[src/rtl/fsk_modulator.sv]
// ---------------------------------------------------------------------------
// fsk_modulator
// Binary FSK modulator. Each accepted data bit becomes one symbol lasting
// SYM_LEN clk cycles. During the symbol a square-wave carrier is produced by
// integer division: period DIV0 for a 0 bit, DIV1 for a 1 bit. A bit arriving
// on the last cycle of a symbol continues the carrier phase across the boundary.
//
// Ports
//   clk        system clock, rising edge
//   rst        asynchronous active-high reset
//   en         enable; low returns to idle on the next edge
//   bit_in     data bit to send
//   bit_valid  bit_in is valid
//   bit_ready  bit is accepted this cycle (combinational)
//   fsk_out    modulated carrier (registered)
//   sym_bit    bit of the symbol being sent (registered)
//   sym_start  one-cycle pulse on the first cycle of each symbol (registered)
//   busy       high while a symbol is being sent (registered)
// ---------------------------------------------------------------------------
module fsk_modulator #(
    parameter int DIV0    = 32,
    parameter int DIV1    = 16,
    parameter int SYM_LEN = 256
) (
    input  logic clk,
    input  logic rst,
    input  logic en,
    input  logic bit_in,
    input  logic bit_valid,
    output logic bit_ready,
    output logic fsk_out,
    output logic sym_bit,
    output logic sym_start,
    output logic busy
);

    typedef enum logic {
        IDLE = 1'b0,
        TX   = 1'b1
    } state_t;

    localparam logic [15:0] H0_LAST  = 16'(DIV0 / 2 - 1);
    localparam logic [15:0] H1_LAST  = 16'(DIV1 / 2 - 1);
    localparam logic [15:0] SYM_LAST = 16'(SYM_LEN - 1);

    state_t      state_q, state_d;
    logic [15:0] sym_cnt_q, sym_cnt_d;
    logic [15:0] half_cnt_q, half_cnt_d;
    logic        fsk_out_q, fsk_out_d;
    logic        sym_bit_q, sym_bit_d;
    logic        sym_start_q, sym_start_d;
    logic        busy_q, busy_d;

    logic        sym_last;
    logic        half_last;
    logic        accept;
    logic        fsk_next;

    assign sym_last  = (sym_cnt_q == SYM_LAST);
    // Half period always follows the symbol currently on air, even on the
    // boundary edge where a new bit is being accepted.
    assign half_last = (half_cnt_q == (sym_bit_q ? H1_LAST : H0_LAST));
    assign bit_ready = en & ((state_q == IDLE) | ((state_q == TX) & sym_last));
    assign accept    = bit_valid & bit_ready;
    assign fsk_next  = half_last ? ~fsk_out_q : fsk_out_q;

    always_comb begin
        state_d     = state_q;
        sym_cnt_d   = sym_cnt_q;
        half_cnt_d  = half_cnt_q;
        fsk_out_d   = fsk_out_q;
        sym_bit_d   = sym_bit_q;
        sym_start_d = 1'b0;
        busy_d      = busy_q;

        if (!en) begin
            state_d    = IDLE;
            sym_cnt_d  = '0;
            half_cnt_d = '0;
            fsk_out_d  = 1'b0;
            busy_d     = 1'b0;
        end else begin
            case (state_q)
                IDLE: begin
                    if (accept) begin
                        state_d     = TX;
                        sym_bit_d   = bit_in;
                        sym_cnt_d   = '0;
                        half_cnt_d  = '0;
                        fsk_out_d   = 1'b0;
                        sym_start_d = 1'b1;
                        busy_d      = 1'b1;
                    end
                end
                TX: begin
                    if (sym_last) begin
                        if (accept) begin
                            // Phase-continuous: a toggle due on this edge still happens.
                            sym_bit_d   = bit_in;
                            sym_cnt_d   = '0;
                            half_cnt_d  = '0;
                            fsk_out_d   = fsk_next;
                            sym_start_d = 1'b1;
                            busy_d      = 1'b1;
                        end else begin
                            state_d    = IDLE;
                            sym_cnt_d  = '0;
                            half_cnt_d = '0;
                            fsk_out_d  = 1'b0;
                            busy_d     = 1'b0;
                        end
                    end else begin
                        sym_cnt_d  = sym_cnt_q + 16'd1;
                        half_cnt_d = half_last ? 16'd0 : half_cnt_q + 16'd1;
                        fsk_out_d  = fsk_next;
                    end
                end
                default: begin
                    state_d = IDLE;
                end
            endcase
        end
    end

    always_ff @(posedge clk or posedge rst) begin
        if (rst) begin
            state_q     <= IDLE;
            sym_cnt_q   <= '0;
            half_cnt_q  <= '0;
            fsk_out_q   <= 1'b0;
            sym_bit_q   <= 1'b0;
            sym_start_q <= 1'b0;
            busy_q      <= 1'b0;
        end else begin
            state_q     <= state_d;
            sym_cnt_q   <= sym_cnt_d;
            half_cnt_q  <= half_cnt_d;
            fsk_out_q   <= fsk_out_d;
            sym_bit_q   <= sym_bit_d;
            sym_start_q <= sym_start_d;
            busy_q      <= busy_d;
        end
    end

    assign fsk_out   = fsk_out_q;
    assign sym_bit   = sym_bit_q;
    assign sym_start = sym_start_q;
    assign busy      = busy_q;

endmodule
[config.mk]
export PLATFORM = sky130hd
export DESIGN_NAME = fsk_modulator
export DESIGN_NICKNAME = d
export VERILOG_FILES = /design/src/rtl/fsk_modulator.sv
export SDC_FILE = /design/constraint.sdc
export NUM_CORES = 1
export LEC_CHECK = 0
export ABC_AREA = 1
export CORE_AREA = 3 3 73 75
export CTS_BUF_LIST = sky130_fd_sc_hd__clkbuf_8
export DETAILED_ROUTE_END_ITERATION = 10
export DIE_AREA = 0 0 76 78
export PLACE_DENSITY = 0.66
export RECOVER_POWER = 50
export SETUP_SLACK_MARGIN = 0.02
export SYNTH_ARGS = -nofsm -noshare
export SYNTH_HDL_FRONTEND = slang
export SYNTH_SLANG_ARGS = --single-unit
export TNS_END_PERCENT = 30
[constraint.sdc]
create_clock -name clk -period 3.39 [get_ports clk]
set_input_delay 0.5085 -clock clk [delete_from_list [all_inputs] [get_ports clk]]
set_output_delay 0.5085 -clock clk [all_outputs]
set_load 0.05 [all_outputs]
==> results.md, run 1 <==
* DRC errors left at 0
* Seq/Total Area, Yosys at 39.85%
* Die footprint at 5928 sq um
* Worst setup path startpoint: sym_cnt_q[0]
* Critical path depth at 8
* Slowest CP cell: clkdlybuf4s50_1
* Chip height at between 70 and 80 um
* Mean post-synth cell area at 7.719 sq um
* Hold WS at 478.6 ps
* Total CTS buffers at 5
* Flop pwr share at 54.4%
* WP data required at 2880 ps
* Setup Crit Path Kind: reg -> out
* # resized after CTS at 0
* Htree depth at 2
* Die Wd at 76 um
* Sw power at around 0.23 mW
* GPL Wtd Cong at roughly 0.86
* Synth warn at 0
* Cell-internal power at 0.6132 mW
* Area of the mapped netlist at 2323 sq um
* Syn Nets at 308
* Cell accounting for the most synthesized area: dfrtp_1
* Area delta synth->final at 9.316%
* IO Port Bufs at 9
* Postcts setup bufs at 0
* Status: finished, violations left
* Ys flop type: dfrtp_1
* Pwr Density at 332.6 nW/um^2
* Worst vdd ir at approximately 0.23 mV
* FP Rows at 25
* Final Setup Violations at 0
* Pleak at 1.136 nW
* Post-synth top area share at 39.85%
* Worst-path cell chain: ha_1 -> nand3_2 -> inv_1 -> nand2_4 -> inv_4 -> nand2_4 -> a21oi_1 -> clkdlybuf4s50_1
* Cts hold-fix bufs at 0
* Sinks on the clock net at 37
* Global-route wire length before repair at 8.680 mm
* Vias at 1,916
* Crit Path Max Fanout at 7
* Core area at approximately 4700 sq um
* Post-DR wirelength/cell at 12.40 um
* Worst EP arrival at 2420 ps
* Cells after Synth at ~300
* CP max stage delay at 830 ps
* Clk slew on worst S/H paths at 70 ps
* Combinational share of power at 10.9%
* Max_slew headroom at -32.97%
* Switching share of power at 27.41%
* Initial DRC count at approximately 120
* R2R cell count at 10
* Gr ovfl total at 0
* Pins Over Slew Limit at 38
* Starting Density at 49.19%
* Slew @ Worst Pin at 1995 ps
* Critical Path End Type: output pin
* Final setup margin at between 400 and 500 ps
* Worst Path Buf+Inv at 3
* GRT Util Overall at approximately 18%
* Tcrit/Tclk final at 86.34%
* Io pins at 10
* Final Hold Viols at 0
* Top cell by count, worst path: nand2_4
* Clock Latency Late Sink at approximately 290 ps
* Count leader, synth: nand2_1
* Synth cell types at 34
* CTS tree: yes
* CTS Root Cell: clkbuf_8
* Final WL at 4.737 mm
* Initial antenna violation count at 0
* Setup TNS at 0 ps
* Share of cells above drive strength 1 at 12.70%
* Tot Pwr at 0.8447 mW
* Unrepaired setup endpoints after global routing: no
* Hold WC Path Type: reg -> reg
* CP Launch Type: register
* DP HPWL at 3.520 mm
* Critical R2R Launch: sym_cnt_q[0]
* Clock Path Buffers at 2
* Synth top area cells: dfrtp_1, nand2_1, nor2_1, inv_1, nand3_1
* Power share of the clock group at approximately a third
* Synth cell count leaders: nand2_1, nor2_1, dfrtp_1, inv_1, nand3_1
* CP delay by family, top: buffers and inverters
* Clk_skew at 7.063 ps
* Routed vias/inst at ~5.0
* EDFF count, synth at 0
* Antenna cells at 0
* Minimum clock period at 2927 ps
* Vias in the first global route at just under 2,000
* FMAX at 0.3417 GHz
* Dpl ws at 720.8 ps
* Post-DRT Antenna Nets at 0
* First-pass iteration count of the detailed router at 5
* Async SR Flop Fraction at 100.0%
* Register bit total from synthesis at 37
* Max-cap check violation count at 1
* Largest net degree at the start of global routing at 38
* Net count reported at finish at 321
* Hold_sp: busy
* Hold path depth at 2
* Failing checks: capacitance limit, slew limit
## cell type report
type,count,area [sq um]
fill,452,2183
multi-input combinational,221,1199
sequential,37,925.9
inverter,38,150.1
timing repair buffer,11,101.3
tap,67,83.83
clock buffer,5,68.82
clock inverter,3,11.26
## stage by stage
step | utilization, % | cells | cell area, sq um
2_1_floorplan | - | 301 | 2323
3_3_place_gp | 52.16 | 374 | 2464
3_5_place_dp | 52.16 | 374 | 2464
4_1_cts | 53.85 | 382 | 2544
5_1_grt | 53.77 | 382 | 2540
6_report | 53.77 | 382 | 2540
## registers in the layout, indices dropped and copies added, names as in the netlist
signal,cells
state_q,1
busy,1
sym_bit,1
sym_cnt_q,16
fsk_out,1
sym_start,1
half_cnt_q,16
## cells by family after synthesis
group	count (synthesis)	share of synthesized area, %
compound gates	25	6.408
simple gates	184	40.33
fa+ha+maj	2	1.077
buf+inv	43	8.563
flops	37	39.85
xor+xnor	10	3.770
## worst min-delay path, stage by stage, from the launching register on
cell     delay [ps]
dfrtp_1         350
nand2_1          50
nand2_1          50
## power by group through the flow
stage	combinational, mW	clock (mW)	sequential [mW]
after floorplan	0.0588	0	0.479
after global placement	0.0947	0	0.468
after detailed placement	0.0944	0	0.468
after CTS	0.0945	0.306	0.459
after global routing	0.102	0.324	0.462
final	0.0918	0.293	0.460
## placed cells by master (no fill, tap or decap)
cell              n
a21oi_1           4
a21oi_4           1
and3_1            1
buf_4             1
clkbuf_1          1
clkbuf_8          5
clkdlybuf4s50_1   8
dfrtp_1          37
dlygate4sd3_1     1
ha_1              2
inv_1            38
inv_2             1
inv_4             1
inv_6             1
nand2_1          71
nand2_2           2
nand2_4           4
nand3_1          25
nand3_2           1
nand3_4           1
nand3b_1          3
nand4_1           8
nor2_1           39
nor2_2           12
nor2_4            4
nor2_8            2
nor3_1            6
nor3_2            3
nor3b_1           2
o21ai_0          15
o21ai_1           2
o21bai_1          2
o31ai_2           1
xnor2_1           2
xor2_1            8
## per-layer routing
layer | track usage, % | vias to the layer above | part of all wire, %
met5 | 0 | - | 0
met4 | 6.522 | 0 | 1.4
met3 | 3.712 | 8 | 3.4
met2 | 28.10 | 33 | 43
met1 | 25.59 | 894 | 52
li1 | - | 981 | -
## path summary, 6_finish.rpt
| check | endpoint | slack, ps |
|---|---|---|
| min | busy | 480 |
| max in group asynchronous | half_cnt_q[4] | 870 |
| min in group asynchronous | half_cnt_q[14] | 1370 |
| max reg2reg | half_cnt_q[14] | 1670 |
| max | bit_ready | 460 |
| min reg2reg | busy | 480 |
Note: power is estimated with default switching activity, not from simulation.
==> run 2: changes to the inputs <==
--- a/config.mk
+++ b/config.mk
@@ -10,7 +10,7 @@
 export CTS_BUF_LIST = sky130_fd_sc_hd__clkbuf_8
 export DETAILED_ROUTE_END_ITERATION = 10
 export DIE_AREA = 0 0 76 78
-export PLACE_DENSITY = 0.66
+export DONT_BUFFER_PORTS = 1
 export RECOVER_POWER = 50
 export SETUP_SLACK_MARGIN = 0.02
 export SYNTH_ARGS = -nofsm -noshare
==> constraint.sdc (replaced) <==
create_clock -name clk -period 3.4 [get_ports clk]
set_input_delay 0.51 -clock clk [delete_from_list [all_inputs] [get_ports clk]]
set_output_delay 0.51 -clock clk [all_outputs]
set_load 0.05 [all_outputs]
==> run 2 against run 1 <==
The flow still finishes with violations (capacitance limit, slew limit). Worst hold slack worse by 150 ps. Sequential share of layout area is 1.4 points higher. Flip-flop and latch count is the same. Global-route usage down 0.29 points. Clock power hardly changed. Largest power group unchanged. Wire length grew 0.97%. Cell count fell by 2.4%. Critical path depth is the same. Die area did not move. First-iteration DRC count is 3.4% higher. Highest routed layer unchanged. Combinational power fell by 31%.
==> results.md, run 2 (synthesis results as in run 1) <==
* Vias in the first global route at 1,771 (-8.5%)
* Clk_skew at 2.994 ps (-4.069 ps)
* Net count reported at finish at 312 (-2.8%)
* Sinks on the clock net at 37 (unchanged)
* Initial antenna violation count at 0 (unchanged)
* Htree depth at 2 (unchanged)
* Clock Path Buffers at 2 (unchanged)
* Worst reg2reg endpoint: half_cnt_q[10]
* Clk slew on worst S/H paths at 70 ps (about the same)
* FP Rows at 25 (unchanged)
* # resized after CTS at 0 (unchanged)
* Commonest cells after routing, fill and taps aside: nand2_1, nor2_1, inv_1, dfrtp_1, nand3_1
* Die footprint at 5928 sq um (unchanged)
* Critical Path End Type: register
* Pins Over Slew Limit at 38 (unchanged)
* Post-DP Area at 2374 sq um (-3.7%)
* Initial DRC count at 120 (+3.4%)
* Slew @ Worst Pin at 1996 ps (+1.345 ps)
* Failing checks: capacitance limit, slew limit
* R2R cell count at 8 (-2)
* Setup TNS at 0 ps (unchanged)
* WP data required at 3620 ps (+740 ps)
* Final WL at 4.783 mm (+0.97%)
* Final Hold Viols at 0 (unchanged)
* Design Area, Final at 2446 sq um (-3.7%)
* DP HPWL at 3.520 mm (about the same)
* Worst Hold Path EP: sym_bit
* Flop pwr share at 57.2% (+2.8 points)
* Critical R2R Launch: state_q
* CTS Root Cell: clkbuf_8
* Hold WC Path Type: in -> reg
* Vias at 1,870 (-2.4%)
* Status: finished, violations left
* Sw power at 0.2253 mW (-2.7%)
* Clock Latency Late Sink at 290 ps (about the same)
* Max_slew headroom at -33.06% (-0.090 points)
* Starting Density at 49.19% (unchanged)
* Chip height at 78 um (unchanged)
* Commonest non-fill, non-tap cell in the layout: nand2_1
* Biggest regs: half_cnt_q: 16 flops, sym_cnt_q: 16 flops
* Final Setup Violations at 0 (unchanged)
* Worst vdd ir at 0.2207 mV (-3.7%)
* Cell-internal power at 0.6001 mW (-2.1%)
* Max-cap check violation count at 1 (unchanged)
* GRT Util Overall at 17.98% (-0.29 points)
* Post-DR wirelength/cell at 12.82 um (+3.4%)
* Pwr Density at 337.5 nW/um^2 (+1.5%)
* Area delta synth->final at 5.278%
* Setup Crit Path Kind: reg -> reg
* Core area at 4723 sq um (unchanged)
* CTS tree: yes
* Post-DRT Antenna Nets at 0 (unchanged)
* Die Wd at 76 um (unchanged)
* Global-route wire length before repair at 8.431 mm (-2.9%)
* Hold WS at 332.2 ps (-146.4 ps)
* Antenna cells at 0 (unchanged)
* Hold path depth at 2 (unchanged)
* Share of cells above drive strength 1 at 13.40% (+0.70 points)
* CP Launch Type: register
* Postcts setup bufs at 0 (unchanged)
* GPL Wtd Cong at 0.8464 (-2.0%)
* First-pass iteration count of the detailed router at 4 (-1)
* Crit Path Max Fanout at 18 (+11)
* Flop-to-flop setup slack at 1100 ps (-570 ps)
* Pleak at 1.094 nW (-3.7%)
* Cts hold-fix bufs at 0 (unchanged)
* Minimum clock period at 2304 ps
* Power share of the clock group at 35.1% (+0.4 points)
* Worst EP arrival at 2530 ps (+110 ps)
* FMAX at about 0.43 GHz
* Io pins at 10 (unchanged)
* DRC errors left at 0 (unchanged)
* Hold_sp: bit_in
* Tcrit/Tclk final at 67.75%
* Total CTS buffers at 5 (unchanged)
* Largest net degree at the start of global routing at 38 (unchanged)
* Routed vias/inst at 5.013 (about the same)
* IO Port Bufs at 0 (-9)
* Switching share of power at 27.30% (-0.11 points)
* Combinational share of power at 7.7% (-3.2 points)
* Gr ovfl total at 0 (unchanged)
* Unrepaired setup endpoints after global routing: no
[run 2: cell count changes in the layout (fill, tap and decap cells not counted)]
cell	change
clkinvlp_2	+1
clkdlybuf4s50_1	-8
dlygate4sd3_1	-1
inv_6	-1
inv_1	-1
inv_2	+1
[run 2: cell type report]
type	count	area, sq um
Fill cell	471	2277
Inverter	38	146.4
Clock buffer	5	68.82
Clock inverter	3	11.26
Sequential cell	37	925.9
Multi-Input combinational cell	221	1199
Tap cell	67	83.83
Timing Repair Buffer	2	11.26
[run 2: layer usage]
layer,track usage [%],part of all wire [%],vias to the layer above
li1,-,-,969
met1,27.49,55,868
met2,25.62,41,29
met3,3.364,3.3,4
met4,5.435,1.0,0
met5,0,0,-
[run 2: power by group through the flow]
| stage | sequential [mW] | combinational [mW] | clock, mW |
|---|---|---|---|
| CTS | 0.472 | 0.0664 | 0.301 |
| floorplan | 0.478 | 0.0586 | 0 |
| finish | 0.473 | 0.0632 | 0.290 |
| global route | 0.474 | 0.0716 | 0.317 |
| detailed placement | 0.481 | 0.0665 | 0 |
| global placement | 0.480 | 0.0661 | 0 |
[run 2: stage by stage]
stage	std cells	worst slack, ps	total power [mW]	utilization, %
finish	373	1096	0.8255	51.79
global route	373	859.3	0.8619	51.79
CTS	373	1089	0.8395	51.95
detailed placement	365	1417	0.5472	50.25
global placement	365	1454	0.5466	50.25
floorplan	301	1126	0.5361	-
[run 2: worst max path at each step]
stage / start / end / cells past startpoint
after floorplan: sym_cnt_q[0] / bit_ready / 7
after global placement: sym_cnt_q[0] / bit_ready / 8
after detailed placement: sym_cnt_q[0] / bit_ready / 8
after CTS: sym_cnt_q[0] / bit_ready / 8
after global routing: state_q / half_cnt_q[10] / 8
final: state_q / half_cnt_q[10] / 8
[run 2: critical path, cell delays in order (launching register included)]
cell and delay, ps:
dfrtp_1 510, inv_2 100, nand3_4 210, clkinvlp_2 650
nor2_4 280, nand2_1 130, o21ai_0 170, nand2_1 80
nor2_2 100
==> run 3: changes to the inputs <==
--- a/config.mk
+++ b/config.mk
@@ -11,6 +11,7 @@
 export DETAILED_ROUTE_END_ITERATION = 10
 export DIE_AREA = 0 0 76 78
 export DONT_BUFFER_PORTS = 1
+export PLACE_DENSITY = 0.65
 export RECOVER_POWER = 50
 export SETUP_SLACK_MARGIN = 0.02
 export SYNTH_ARGS = -nofsm -noshare
==> constraint.sdc (replaced) <==
create_clock -name clk -period 2.1 [get_ports clk]
set_input_delay 0.315 -clock clk [delete_from_list [all_inputs] [get_ports clk]]
set_output_delay 0.315 -clock clk [all_outputs]
set_load 0.05 [all_outputs]
==> run 3 against run 2 <==
The run now ends clean. Worst hold slack got worse by 200 ps. Combinational power rose by 110%. Via count rose by 0.80%. Core utilization rose by 1.6 points. Critical path type is now reg -> out. Highest routed layer unchanged.
==> results.md, run 3 (synthesis results as in run 1) <==
* Cts hold-fix bufs at 0 (unchanged)
* DRC errors left at 0 (unchanged)
* Pins Over Slew Limit at 0 (-100%)
* Antenna cells at 0 (unchanged)
* Hold_sp: bit_in
* Critical Path End Type: output pin
* Post-DR wirelength/cell at 12.36 um (-3.6%)
* First-pass iteration count of the detailed router at 4 (unchanged)
* Clock Path Buffers at 2 (unchanged)
* Clock Latency Late Sink at 290 ps (about the same)
* Net count reported at finish at 315 (+0.96%)
* CTS tree: yes
* Initial DRC count at 112 (-6.7%)
* FP Rows at 25 (unchanged)
* Share of cells above drive strength 1 at 16.50% (+3.1 points)
* Final Hold Viols at 0 (unchanged)
* Minimum clock period at 1965 ps
* GRT Util Overall at 16.96% (-1.0 points)
* Unrepaired setup endpoints after global routing: no
* GPL Wtd Cong at 0.8758 (+3.5%)
* Initial antenna violation count at 0 (unchanged)
* Setup Crit Path Kind: reg -> out
* Dpl cells at 366 (+0.27%)
* Vias at 1,885 (+0.80%)
* Pwr Density at 569.0 nW/um^2 (+69%)
* Commonest non-fill, non-tap cell in the layout: nand2_1
* Sinks on the clock net at 37 (unchanged)
* Biggest regs: half_cnt_q: 16 flops, sym_cnt_q: 16 flops
* FMAX at 0.5088 GHz
* Worst reg2reg endpoint: half_cnt_q[10]
* Setup TNS at 0 ps (unchanged)
* Post-DRT Antenna Nets at 0 (unchanged)
* Top cell by count, worst path: nand2_4
* Clk_skew at 4.353 ps (+1.359 ps)
* CP delay by family, top: flip-flops
* Vias in the first global route at 1,763 (-0.45%)
* Io pins at 10 (unchanged)
* Worst Hold Path EP: sym_bit
* Commonest cells after routing, fill and taps aside: nand2_1, nor2_1, dfrtp_1
* Hold WC Path Type: in -> reg
* Final WL at 4.648 mm (-2.8%)
* Routed vias/inst at 5.013 (about the same)
* Pleak at 1.119 nW (+2.3%)
* Max_slew headroom at 39.48% (+73 points)
* Fin cells at 376 (+0.80%)
* Max-cap check violation count at 0 (-1)
* Critical R2R Launch: state_q
* Largest net degree at the start of global routing at 38 (unchanged)
* Worst EP arrival at 1650 ps (-880 ps)
* Worst vdd ir at 0.3939 mV (+78%)
* Hold WS at 133.9 ps (-198.3 ps)
* WP data required at 1780 ps (-1840 ps)
* IO Port Bufs at 0 (unchanged)
* R2R cell count at 8 (unchanged)
* Die footprint at 5928 sq um (unchanged)
* Flop-to-flop setup slack at 430 ps (-670 ps)
* Slowest CP cell: dfrtp_1
* Tot Pwr at 1.436 mW (+74%)
* Final Setup Violations at 0 (unchanged)
* Htree depth at 2 (unchanged)
* Core area at 4723 sq um (unchanged)
* Tcrit/Tclk final at 93.59%
* Slew @ Worst Pin at 907.8 ps (-1088 ps)
* Area delta synth->final at 8.616%
* Clk slew on worst S/H paths at 70 ps (about the same)
* Fin util at 53.43% (+1.6 points)
* Chip height at 78 um (unchanged)
* CP Launch Type: register
* Hold path depth at 2 (unchanged)
* Worst-path cell chain: ha_4 -> nand3_2 -> inv_2 -> nand2_4 -> inv_4 -> nand2_4 -> a21oi_4 -> buf_6
* CP max stage delay at 440 ps (-210 ps)
* Starting Density at 49.19% (unchanged)
* Total CTS buffers at 5 (unchanged)
* Die Wd at 76 um (unchanged)
* Gr ovfl total at 0 (unchanged)
* CTS Root Cell: clkbuf_8
* Worst Path Buf+Inv at 3 (+1)
* DP HPWL at 3.439 mm (-2.3%)
* Crit Path Max Fanout at 7 (-11)
* Status: completed
* Global-route wire length before repair at 8.031 mm (-4.7%)
-- run 3: metal layers --
layer | track usage, % | vias up | share of wire [%]
li1 | - | 975 | -
met1 | 25.00 | 876 | 53
met2 | 25.09 | 28 | 42
met3 | 2.552 | 6 | 3.5
met4 | 6.522 | 0 | 1.4
met5 | 0 | - | 0
-- run 3: final cells by class --
type	count	area [sq um]
clock inverters	1	5.005
well taps	67	83.83
fillers	473	2200
multi-input cells	221	1222
flip-flops and latches	37	927.1
clock buffers	7	96.34
inverters	38	150.1
repair buffers	5	38.79
-- run 3: how the worst max path moves through the flow --
stage / startpoint / endpoint / cells after the start
4_1_cts: sym_cnt_q[0] / bit_ready / 8
6_report: sym_cnt_q[1] / bit_ready / 8
3_3_place_gp: sym_cnt_q[0] / bit_ready / 8
3_5_place_dp: sym_cnt_q[0] / bit_ready / 8
5_1_grt: sym_cnt_q[1] / bit_ready / 8
2_1_floorplan: sym_cnt_q[0] / bit_ready / 7
-- run 3: report_power, final --
group          leakage [nW]  total, mW  switching [mW]  internal [mW]
sequential            0.509      0.754          0.0287          0.726
clock                0.0542      0.551           0.254          0.297
combinational         0.556      0.131          0.0933         0.0376
total                  1.12       1.44           0.376           1.06
-- run 3: repair_timing --
item	in CTS	in global routing
endpoints found under the setup margin	0	1
buffers inserted	0	2
gates resized for setup	0	6
-- run 3: through the flow --
| stage | setup WS (ps) | instance area (sq um) |
|---|---|---|
| 5_1_grt | 29.62 | 2524 |
| 4_1_cts | 26.10 | 2482 |
| 2_1_floorplan | 20.69 | 2323 |
| 3_5_place_dp | 352.5 | 2381 |
| 6_report | 134.5 | 2524 |
| 3_3_place_gp | 390.5 | 2381 |
